File: src/rtl/fullrate.sv
// Re-interleaves split-order frames (evens then odds) back to natural order
// through a two-bank ping-pong buffer, emitting each frame as a gap-free burst.
`timescale 1ns/1ps
module fullrate #(
  parameter int unsigned DBW = 3,
  parameter int unsigned CBW = 3
) (
  input  logic           clk,
  input  logic           rst_n,
  input  logic [DBW-1:0] din,
  input  logic           din_valid,
  output logic [DBW-1:0] dout,
  output logic           dout_valid,
  output logic [CBW-1:0] dout_cnt
);

  localparam int unsigned N = 2 ** CBW;
  localparam logic [CBW-1:0] LAST = CBW'(N - 1);

  typedef enum logic {IDLE, READ} state_t;

  logic [DBW-1:0] mem [2][N];
  logic [CBW-1:0] wr_cnt;
  logic [CBW-1:0] rd_cnt;
  logic [CBW-1:0] rd_addr;
  logic           wr_bank;
  logic           rd_bank;
  logic [1:0]     full;
  logic [1:0]     full_nxt;
  logic           rd_go;
  logic           wr_last;
  logic           rd_last;
  state_t         state;

  // Position j of the output frame lives at split-order address {j[0], j[CBW-1:1]}.
  assign rd_addr = {rd_cnt[0], rd_cnt[CBW-1:1]};
  // A full bank is read starting the same edge IDLE first sees its flag.
  assign rd_go   = (state == READ) || full[rd_bank];
  assign wr_last = din_valid && (wr_cnt == LAST);
  assign rd_last = rd_go && (rd_cnt == LAST);

  // Reader clears and writer sets always target different banks, so both apply.
  always_comb begin
    full_nxt = full;
    if (rd_last) full_nxt[rd_bank] = 1'b0;
    if (wr_last) full_nxt[wr_bank] = 1'b1;
  end

  // Sample storage; contents survive reset.
  always_ff @(posedge clk) begin
    if (rst_n && din_valid) mem[wr_bank][wr_cnt] <= din;
  end

  always_ff @(posedge clk) begin
    if (!rst_n) begin
      wr_cnt     <= '0;
      wr_bank    <= 1'b0;
      rd_cnt     <= '0;
      rd_bank    <= 1'b0;
      full       <= 2'b00;
      state      <= IDLE;
      dout       <= '0;
      dout_valid <= 1'b0;
      dout_cnt   <= '0;
    end else begin
      full <= full_nxt;
      if (din_valid) begin
        wr_cnt <= wr_cnt + CBW'(1);
        if (wr_last) wr_bank <= ~wr_bank;
      end
      if (rd_go) begin
        dout       <= mem[rd_bank][rd_addr];
        dout_valid <= 1'b1;
        dout_cnt   <= rd_cnt;
        if (rd_last) begin
          rd_cnt  <= '0;
          rd_bank <= ~rd_bank;
          state   <= full[~rd_bank] ? READ : IDLE;
        end else begin
          rd_cnt <= rd_cnt + CBW'(1);
          state  <= READ;
        end
      end else begin
        dout_valid <= 1'b0;
        state      <= IDLE;
      end
    end
  end

  // There is no backpressure; a write into an undrained bank would corrupt it.
  always_ff @(posedge clk) begin
    if (rst_n && din_valid) assert (!full[wr_bank]) else $error("fullrate: write to full bank %0d", wr_bank);
  end

endmodule

File: config.mk
export PLATFORM = sky130hd
export DESIGN_NAME = fullrate
export DESIGN_NICKNAME = d
export VERILOG_FILES = /design/src/rtl/fullrate.sv
export SDC_FILE = /design/constraint.sdc
export NUM_CORES = 1
export LEC_CHECK = 0
export BUFFER_PORTS_ARGS = -buffer_cell sky130_fd_sc_hd__buf_4
export CAP_MARGIN = 20
export CORE_AREA = 4 4 95 97
export CTS_BUF_LIST = sky130_fd_sc_hd__clkbuf_8
export CTS_CLUSTER_DIAMETER = 30
export DETAILED_ROUTE_END_ITERATION = 12
export DIE_AREA = 0 0 99 101
export HOLD_SLACK_MARGIN = 0.05
export SLEW_MARGIN = 5
export SYNTH_ARGS = -nofsm -noshare
export SYNTH_HDL_FRONTEND = slang
export SYNTH_SLANG_ARGS = --single-unit
File: constraint.sdc
create_clock -name clk -period 2 [get_ports clk]
set_clock_uncertainty 0.15 [all_clocks]
set_input_delay 0.4 -clock clk [delete_from_list [all_inputs] [get_ports clk]]
set_output_delay 0.4 -clock clk [all_outputs]
set_load 0.01 [all_outputs]
Word level (Yosys, flattened, before mapping):

Memory sizes are Yosys's and may differ from the RTL's. A register that Yosys moved wholly into a read port is not among the register bits.
Cells that the tools add are included.

* bits in registers: 18
* bits in writable memories: 48
* output and inout bits: 7
* word-level logic and storage cells: 62
* memories kept: 1

* add/subtract/negate cells: 2
* order comparisons: 8
* eq/ne operators: 2
* multiplexer cells: 23
* bitwise gates (word level): 7
* reductions and logical operators: 10

Memories
* mem: words 2, width 24, read ports 1, clocked after memory_dff 1, write ports 1, RTL line 22 `logic [DBW-1:0] mem [2][N];`

Operators with widths (number)
* 2-to-1 mux 24 bit: 1
* 2-to-1 mux 1 bit: 12
* 2-to-1 mux 3 bit: 4
* binary-select mux 3 bit (select 3 bit): 1
* demux 3 bit (select 3 bit): 1
* >= comparator 4 bit, second input constant: 2
* NOT 3 -> 4 bit: 2
* adder 3 x 1 -> 3 bit, second input constant: 2
* == test 3 bit, second input constant: 2
* logical AND 1 bit: 6
* < comparator 1 x 2 -> 1 bit, second input constant: 3
* AND reduction 2 bit: 3
* < comparator 4 x 1 -> 1 bit, second input constant: 1
* 2-to-1 mux 2 bit: 2
* bitwise AND 2 bit: 1
* demux 1 bit (select 1 bit): 2
* >= comparator 1 bit, second input constant: 2
* NOT 1 bit: 2
* NOT 2 bit: 1
* OR 2 bit: 1
* logical OR 1 bit: 1

Logic depth before layout (Yosys ltp):

Gate-level depths: netlist of run 1.

* depth in word-level cells: 9
* depth in mapped cells: 6
* mapped depth without buffers: 6

Worst setup path after synthesis of run 1:

OpenSTA, ideal clock, no wires.

* path kind: input port to flip-flop
* start point: in din_valid
* end point: mem mem[0][21] (netlist name), enable pin
* setup time: 0.371 ns
* data arrival time: 1.312 ns
* slack: 0.167 ns
* stages on the path: 4
* path through: buf_2 nand2_1 or2_2 nor4_1

* word-level cells in the longest chain between the ends: 3

Ends and longest elaborated chain
* from (decl): RTL line 11 `input logic din_valid,`
* logical AND 1 bit
* 2-to-1 mux 1 bit: RTL line 51 `if (rst_n && din_valid) mem[wr_bank][wr_cnt] <= din;`
* 2-to-1 mux 24 bit (not written as such): RTL line 51
* to (decl): RTL line 22

No other way between the ends.

Final worst setup path of run 1:

* start point: reg rd_bank
* end point: reg dout_cnt[1]

* word-level cells in the longest chain between the ends: 3

Ends and longest elaborated chain
* from (decl): RTL line 27 `logic rd_bank;`
* from (signal assigned): RTL line 77 `rd_bank <= ~rd_bank;`
* 2-to-1 mux 1 bit (not written as such) (2 in series): RTL line 38 `assign rd_go = (state == READ) || full[rd_bank];`
* logical OR 1 bit: RTL line 38
* to (signal assigned): RTL line 74 `dout_cnt <= rd_cnt;`
* to (decl): RTL line 14 `output logic [CBW-1:0] dout_cnt`

No other way between the ends. The select of a mux whose other input is x is not followed.
A chain may end at the register's enable or synchronous reset.

==> results of run 1 <==
registers in the layout, indices dropped and copies added (netlist names), named ones only:
signal	cells
dout	3
dout_cnt	3
dout_valid	1
full	2
mem	48
rd_bank	1
rd_cnt	3
state	1
wr_bank	1
wr_cnt	3
layout make-up:
type	count	area (µm²)	area share, %
multi-input combinational	99	854.6	26.26
sequential	67	1822	55.98
timing repair buffer	24	192.7	5.921
clock inverter	6	112.6	3.460
clock buffer	10	137.6	4.229
inverter	1	3.754	0.1153
tap	105	131.4	4.037
worst max path at each step:
stage                              to  cells after the start  startpoint  slack (ps)
final                     dout_cnt[1]                      5     rd_bank         300
after global routing        mem[0][9]                      2   wr_cnt[2]         120
after CTS                   mem[0][9]                      2   wr_cnt[2]         310
after detailed placement   mem[0][11]                      4   din_valid         160
after global placement     mem[0][11]                      4   din_valid         220
after floorplan            mem[0][21]                      4   din_valid         170
through the flow:
step                      area (µm²)  instances
after global routing            3254        312
after CTS                       3254        312
after detailed placement        3004        296
after global placement          3004        296
final                           3254        312
after floorplan                 2730        178
report_power, final:
part           switching (µW)  total, µW  internal (µW)
Combinational            41.7       72.9           31.2
Clock                     504       1370            863
Sequential               11.1       1510           1500
Total                     557       2950           2390
critical path, stage by stage, from the launching register on:
cell and delay, ps:
sky130_fd_sc_hd__dfxtp_1 430, sky130_fd_sc_hd__mux2_4 360, sky130_fd_sc_hd__nor2_2 210, sky130_fd_sc_hd__buf_4 190, sky130_fd_sc_hd__mux2i_1 200, sky130_fd_sc_hd__nor2b_1 60
cells by family (layout without fill, tap and decap cells):
kind of cell / count (synthesis) / in the layout / share of synthesized area, %
XOR/XNOR: 2 / 2 / 0.6417
AO/OA/AOI/OAI: 19 / 19 / 5.042
buffers and inverters: 12 / 41 / 1.971
adder cells (fa/ha/maj): 4 / 4 / 1.833
AND/OR/NAND/NOR: 51 / 51 / 9.670
flip-flops: 67 / 67 / 66.73
multiplexers: 23 / 23 / 14.12
layer usage:
metal  routed length [µm]  GRT usage (%)
met1                 2258          13.07
met3                  193          3.599
met4                  121          5.987
met2                 2309          17.15
met5                    0              0
synthesized netlist by cell type (all sizes together):
cell | number | area share (%)
nor2 | 8 | 1.2
xnor2 | 1 | 0.32
nor2b | 6 | 1.4
dfxtp | 19 | 14
nor4 | 2 | 0.46
o221ai | 4 | 1.3
nand3 | 4 | 0.73
nor3 | 8 | 1.5
o21ai | 4 | 0.73
edfxtp | 48 | 53
o211ai | 3 | 0.82
or3 | 1 | 0.23
ha | 4 | 1.8
inv | 1 | 0.14
buf | 6 | 1.1
or2 | 2 | 0.46
mux2i | 10 | 3.7
nand2 | 11 | 1.5
a21boi | 6 | 1.7
nand4 | 2 | 0.46
clkbuf | 5 | 0.69
or3b | 1 | 0.41
mux2 | 1 | 0.55
nand2b | 2 | 0.46
xor2 | 1 | 0.32
a32oi | 1 | 0.32
and2 | 4 | 0.92
o22ai | 1 | 0.23
mux4 | 12 | 9.9
==> impl.org, run 1 <==
** Outcome
- Run status :: finished clean

** Die
- Total die area :: 9999 µm²
- Pin placement for this block handled 13 I/O pins.
- Standard cell core area :: 8134 µm²
- Die Y :: 101 µm
- Placement Rows :: 33
- Once the floorplan was initialized, standard cells occupied 33.56% of the core.
- Width of the chip :: roughly 99 µm

** GRT
- First-pass GRT wire length :: around 8000 µm
- The number of global-route vias before repair came to 1526.
- Entering global routing, the biggest net connects 22 pins.
- Overall track demand over capacity in global routing :: 10.85%
- GRT Residual Overflow :: 0
- Antenna violations before repair :: 0

** Timing
- Final setup violation count :: 0
- The tightest hold path in the finished design has a slack of ~230 ps.
- In the post-route analysis, the smallest setup slack over all paths is 297.7 ps.
- Max-Slew Margin vs Limit :: 62.31%
- The routed design could run at a clock period as short as 1702 ps.
- For the final routed database, the setup TNS stands at 0 ps.
- Transition at the pin with the smallest max-transition slack :: 561.0 ps
- Setup repair after global routing left no endpoint under its margin.
- The number of max-slew violations in the final report was 0.
- Number of hold-slack violations in the final timing report :: 0
- Period Utilization, post-route :: 85.11%
- For this run, the top clock speed supported by timing is 587.4 MHz.

** Clock network
- Number of CTS-inserted buffers :: 9
- Hold-fix buffer count after cts :: 0
- The number of gates resized after CTS was 0.
- The longest clock path from root to sink contains 2 buffers.
- TritonCTS built the clock tree.
- Latest clock arrival within the worst-skew pair :: 340 ps
- For this design, the sink count on the clock tree is 67.
- Worst-path clk slew :: 80 ps
- Buffers added to address setup during post-CTS repair amount to 0.
- In this run the clock root is driven by a sky130_fd_sc_hd__clkbuf_8.
- The H-tree generated during clock tree synthesis spans 3 levels.

** Hold path
- The worst hold path belongs to the class input pin to flop.
- Along the worst hold path, the cell count comes to 1.
- Hold Crit Start :: din[2]
- The worst hold path terminates at mem[1][11].

** Worst setup path
- STA classifies the critical path endpoint as a flop.
- Cell count of the worst reg-to-reg path :: 5
- Maximum fanout along the worst path :: 6
- Required time of the critical path :: 2090 ps
- The endpoint identified for the worst register-to-register timing path is dout_cnt[1].
- Data arrival time of the critical path :: around 1800 ps
- The worst register-to-register path begins at rd_bank.
- Register-to-register path setup slack :: 300 ps
- The critical path is of the flop to flop type.
- Category of the worst setup path launch point :: flop

** Final layout
- Most common cell after layout, fill and taps aside :: sky130_fd_sc_hd__edfxtp_1
- Antenna Cells :: 0
- Area growth from synthesis to final layout :: 19.20%
- Post-Route Utilization :: 40.01%
- The top cell types in the final layout, fill and taps aside, are sky130_fd_sc_hd__edfxtp_1 (48), sky130_fd_sc_hd__buf_4 (23), sky130_fd_sc_hd__dfxtp_1 (19).
- Net count reported at finish :: 212
- Share of final-layout standard cells stronger than drive strength 1 :: 27.54%
- Fillers :: 759

** Job
- Max-Cap Viols :: 0

** Power and ir drop
- Leakage power figure :: 0.001078 µW
- Maximum vdd drop :: 0.4482 mV
- Power density over cell area :: a little over 900 nW/µm²
- The completed layout was analyzed and its total power is 2948 µW.

** Placement
- Final HPWL from detailed placement :: 3353 µm
- The congestion estimate from routability-driven global placement came to 0.6883.
- Worst-case setup slack after placement :: 157.2 ps
- Number of port buffers :: 12

** Routing
- The detail route stage leaves a number of antenna-violating nets equal to 0.
- Average wire per standard cell :: 15.65 µm
- Summed over all layers, the routed wires come to ~4900 µm.
- After detailed routing, the number of vias per cell comes to 4.798.
- In the routed design, unresolved DRC markers number 0.
- The first detailed-routing pass ran for 4 iterations.
- The routed layout has 1497 vias.
- After the first detailed-routing iteration, the DRC count stood at 117.

** Logic synthesis
- Sequential-to-total area share from yosys stat :: between 60% and 70%
- Cells after Synth :: approximately 180
- Cell area after technology mapping :: 2730 µm²
- Synthesis inferred 67 register bits.
- Distinct cells, synth :: 33
- The number of nets in the synthesized netlist is 188.
- For this run, the number of Yosys warnings is 0.
- A synthesized cell averages around 15 µm².
Note: power is estimated with default switching activity, not from simulation.
==> inputs of run 2 (changes only) <==
--- a/config.mk
+++ b/config.mk
@@ -7,12 +7,13 @@
 export LEC_CHECK = 0
 export BUFFER_PORTS_ARGS = -buffer_cell sky130_fd_sc_hd__buf_4
 export CAP_MARGIN = 20
-export CORE_AREA = 4 4 95 97
+export CORE_AREA = 4 4 104 106
 export CTS_BUF_LIST = sky130_fd_sc_hd__clkbuf_8
 export CTS_CLUSTER_DIAMETER = 30
 export DETAILED_ROUTE_END_ITERATION = 12
-export DIE_AREA = 0 0 99 101
+export DIE_AREA = 0 0 108 110
 export HOLD_SLACK_MARGIN = 0.05
+export PLACE_DENSITY = 0.45
 export SLEW_MARGIN = 5
 export SYNTH_ARGS = -nofsm -noshare
 export SYNTH_HDL_FRONTEND = slang
==> impl.org, run 2 (synthesis results as in run 1) <==
** Outcome
- Run status :: finished clean

** Routing
- The number of vias per cell after detailed routing came to 4.465 (-6.9%).
- Number of design rule violations left after detail routing :: 0 (unchanged)
- The total vias in the final route is 1527 (+2.0%).
- The number of nets with antenna violations after detailed routing was 0 (unchanged).
- Number of detailed-routing iterations run before antenna repair :: 4 (unchanged)
- The DRC marker count from the first detailed-route iteration was 92 (-21%).
- Average wire per standard cell :: 15.32 µm (-2.1%)
- Final Routed Wirelength :: 5240 µm (+7.3%)

** Timing
- Transition at the pin with the smallest max-transition slack :: 587.9 ps (+26.85 ps)
- The number of max-slew violations in the final report was 0 (unchanged).
- The minimum clock period after layout was 1750 ps (+47.45 ps).
- Final setup violation count :: 0 (unchanged)
- The highest achievable clock rate was 571.5 MHz (-2.7%).
- Period Utilization, post-route :: 87.49% (+2.4 points)
- Max-Slew Margin vs Limit :: 60.51% (-1.8 points)
- RSZ-0062 raised after global routing :: false
- The final-layout setup total negative slack was 0 ps (unchanged).
- Setup slack of the critical path after layout :: 250.3 ps (-47.45 ps)
- Number of hold-slack violations in the final timing report :: 0 (unchanged)

** Placement
- The routability congestion estimate was 0.7083 (+2.9%).
- The detailed-placement wirelength estimate came to 3688 µm (+10%).
- Number of port buffers :: 12 (unchanged)
- The pre-CTS setup slack came to 52.63 ps (-104.5 ps).

** Die
- Standard cell core area :: 9774 µm² (+20%)
- Placement Rows :: 36 (+9.1%)
- Die Y :: 110 µm (+8.9%)
- The initial standard-cell utilization of the core is 27.93% (-5.6 points).
- Total die area :: 11880 µm² (+19%)
- Top-level I/O count :: 13 (unchanged)
- The horizontal die dimension was 108 µm (+9.1%).

** Worst setup path
- The biggest cell delay along the critical path was 510 ps (+80 ps).
- CP Class :: flop to flop
- STA classifies the critical path endpoint as a flop.
- Slowest stage cell, crit path :: sky130_fd_sc_hd__mux4_2
- Maximum fanout along the worst path :: 12 (+6)
- STA classifies the critical path startpoint as a flop.
- The count of cells along the worst register-to-register path was 4 (-1).
- Sequence of cells on the critical path :: buf_12 -> mux4_2 -> mux2i_1 -> o221ai_1
- The worst register-to-register path ends at dout[2].
- Register-to-register path setup slack :: 250 ps (-50 ps)
- Worst setup endpoint :: dout[2]
- Data arrival time of the critical path :: 1800 ps (about the same)
- Required time of the critical path :: 2050 ps (-40 ps)

** Final layout
- Post-Route Utilization :: 33.22% (-6.8 points)
- Leaving out fill and tap cells, the most frequent cell in the layout is sky130_fd_sc_hd__edfxtp_1.
- More flip-flops sit in one register than any other, and that register is mem.
- Fillers :: 955 (+26%)
- Most used cells in the layout excluding fill and tap cells :: sky130_fd_sc_hd__edfxtp_1 (48), sky130_fd_sc_hd__buf_4 (25), sky130_fd_sc_hd__dfxtp_1 (19)
- Number of flip-flops in the largest register :: 48 (unchanged)
- Area growth from synthesis to final layout :: 18.93%
- Multi-input logic area :: 854.6 µm² (unchanged)
- Reg area :: 1822 µm² (unchanged)
- Net count reported at finish :: 214 (+0.94%)
- The antenna diode count came to 0 (unchanged).
- Share of final-layout standard cells stronger than drive strength 1 :: 27.75% (+0.21 points)

** Hold path
- The worst hold path begins at din[1].
- Type of the most critical hold path :: input pin to flop

** GRT
- The largest net degree at the start of global routing is 22 (unchanged).
- The remaining global-route overflow came to 0 (unchanged).
- Met2 track demand over resource :: 15.81% (-1.3 points)
- The met3 track demand over resource in global routing was 2.330% (-1.3 points).
- met2 is the most crowded layer.
- Antenna violations before repair :: 0 (unchanged)
- First-pass GRT wire length :: 8424 µm (+5.0%)
- The total routing resource utilization after global routing came to 9.731% (-1.1 points).
- Via count of the first global-routing pass :: 1618 (+6.0%)
- The met1 track utilization from global routing came to 12.08% (-1.0 points).

** Clock network
- Clock tree synthesis selected as its root buffer the cell sky130_fd_sc_hd__clkbuf_8.
- TritonCTS built the clock tree.
- The total clock buffers created by CTS is 9 (unchanged).
- H-tree Lvls :: 3 (unchanged)
- The maximum count of clock buffers along a single path came to 2 (unchanged).
- Hold-fix buffer count after cts :: 0 (unchanged)
- Sink Count :: 67 (unchanged)
- Worst-path clk slew :: 80 ps (about the same)
- Buffers inserted by post-CTS timing repair :: 0 (unchanged)
- The number of cells upsized or downsized after cts came to 0 (unchanged).
- Latest clock arrival within the worst-skew pair :: 330 ps (about the same)

** Power and ir drop
- The total power divided by cell area is 824.0 nW/µm² (-9.0%).
- The peak supply drop is 0.3985 mV (-11%).
- The leakage power of the design came to 0.001063 µW (-1.4%).

** Job
- The count of maximum capacitance violations was 0 (unchanged).
## run 2: through the flow
| stage | power, µW | hold slack (ps) | instance area, µm² | cells |
|---|---|---|---|---|
| after global routing | 2785 | 228.4 | 3247 | 342 |
| after floorplan | 1573 | 332.7 | 2730 | 178 |
| final | 2675 | 225.1 | 3247 | 342 |
| after CTS | 2709 | 217.6 | 3247 | 342 |
| after detailed placement | 1613 | 327.4 | 3054 | 326 |
| after global placement | 1612 | 302.8 | 3054 | 326 |
## run 2: routing by layer
| layer | wire length (µm) | vias to the layer above |
|---|---|---|
| li1 | - | 738 |
| met1 | 2441 | 752 |
| met2 | 2607 | 30 |
| met3 | 116 | 7 |
| met4 | 74 | 0 |
| met5 | 0 | - |
## run 2: cell type report
class	count	area share, %
sequential	67	56.11
multi-input combinational	99	26.32
timing repair buffer	26	6.397
tap	133	5.125
clock buffer	9	3.815
clock inverter	7	2.119
inverter	1	0.1156
## run 2: worst max-delay path: cells and delay by family, from the launching register on
family	cells	cell delay, ps
compound gates	1	160
flops	1	360
mux	2	780
buf+inv	1	170
## run 2: worst min-delay path by stage
stage                        endpoint  cells past startpoint  slack, ps
final                      mem[0][16]                      1        230
after global routing       mem[0][16]                      1        230
after CTS                   mem[1][4]                      1        220
after detailed placement      dout[0]                      2        330
after floorplan               full[0]                      2        330
after global placement    dout_cnt[0]                      2        300
## run 2: power breakdown
group | total, µW | switching [µW] | internal [µW]
registers | 1510 | 11.4 | 1500
logic | 71.8 | 40.8 | 31.0
clock network | 1100 | 524 | 573
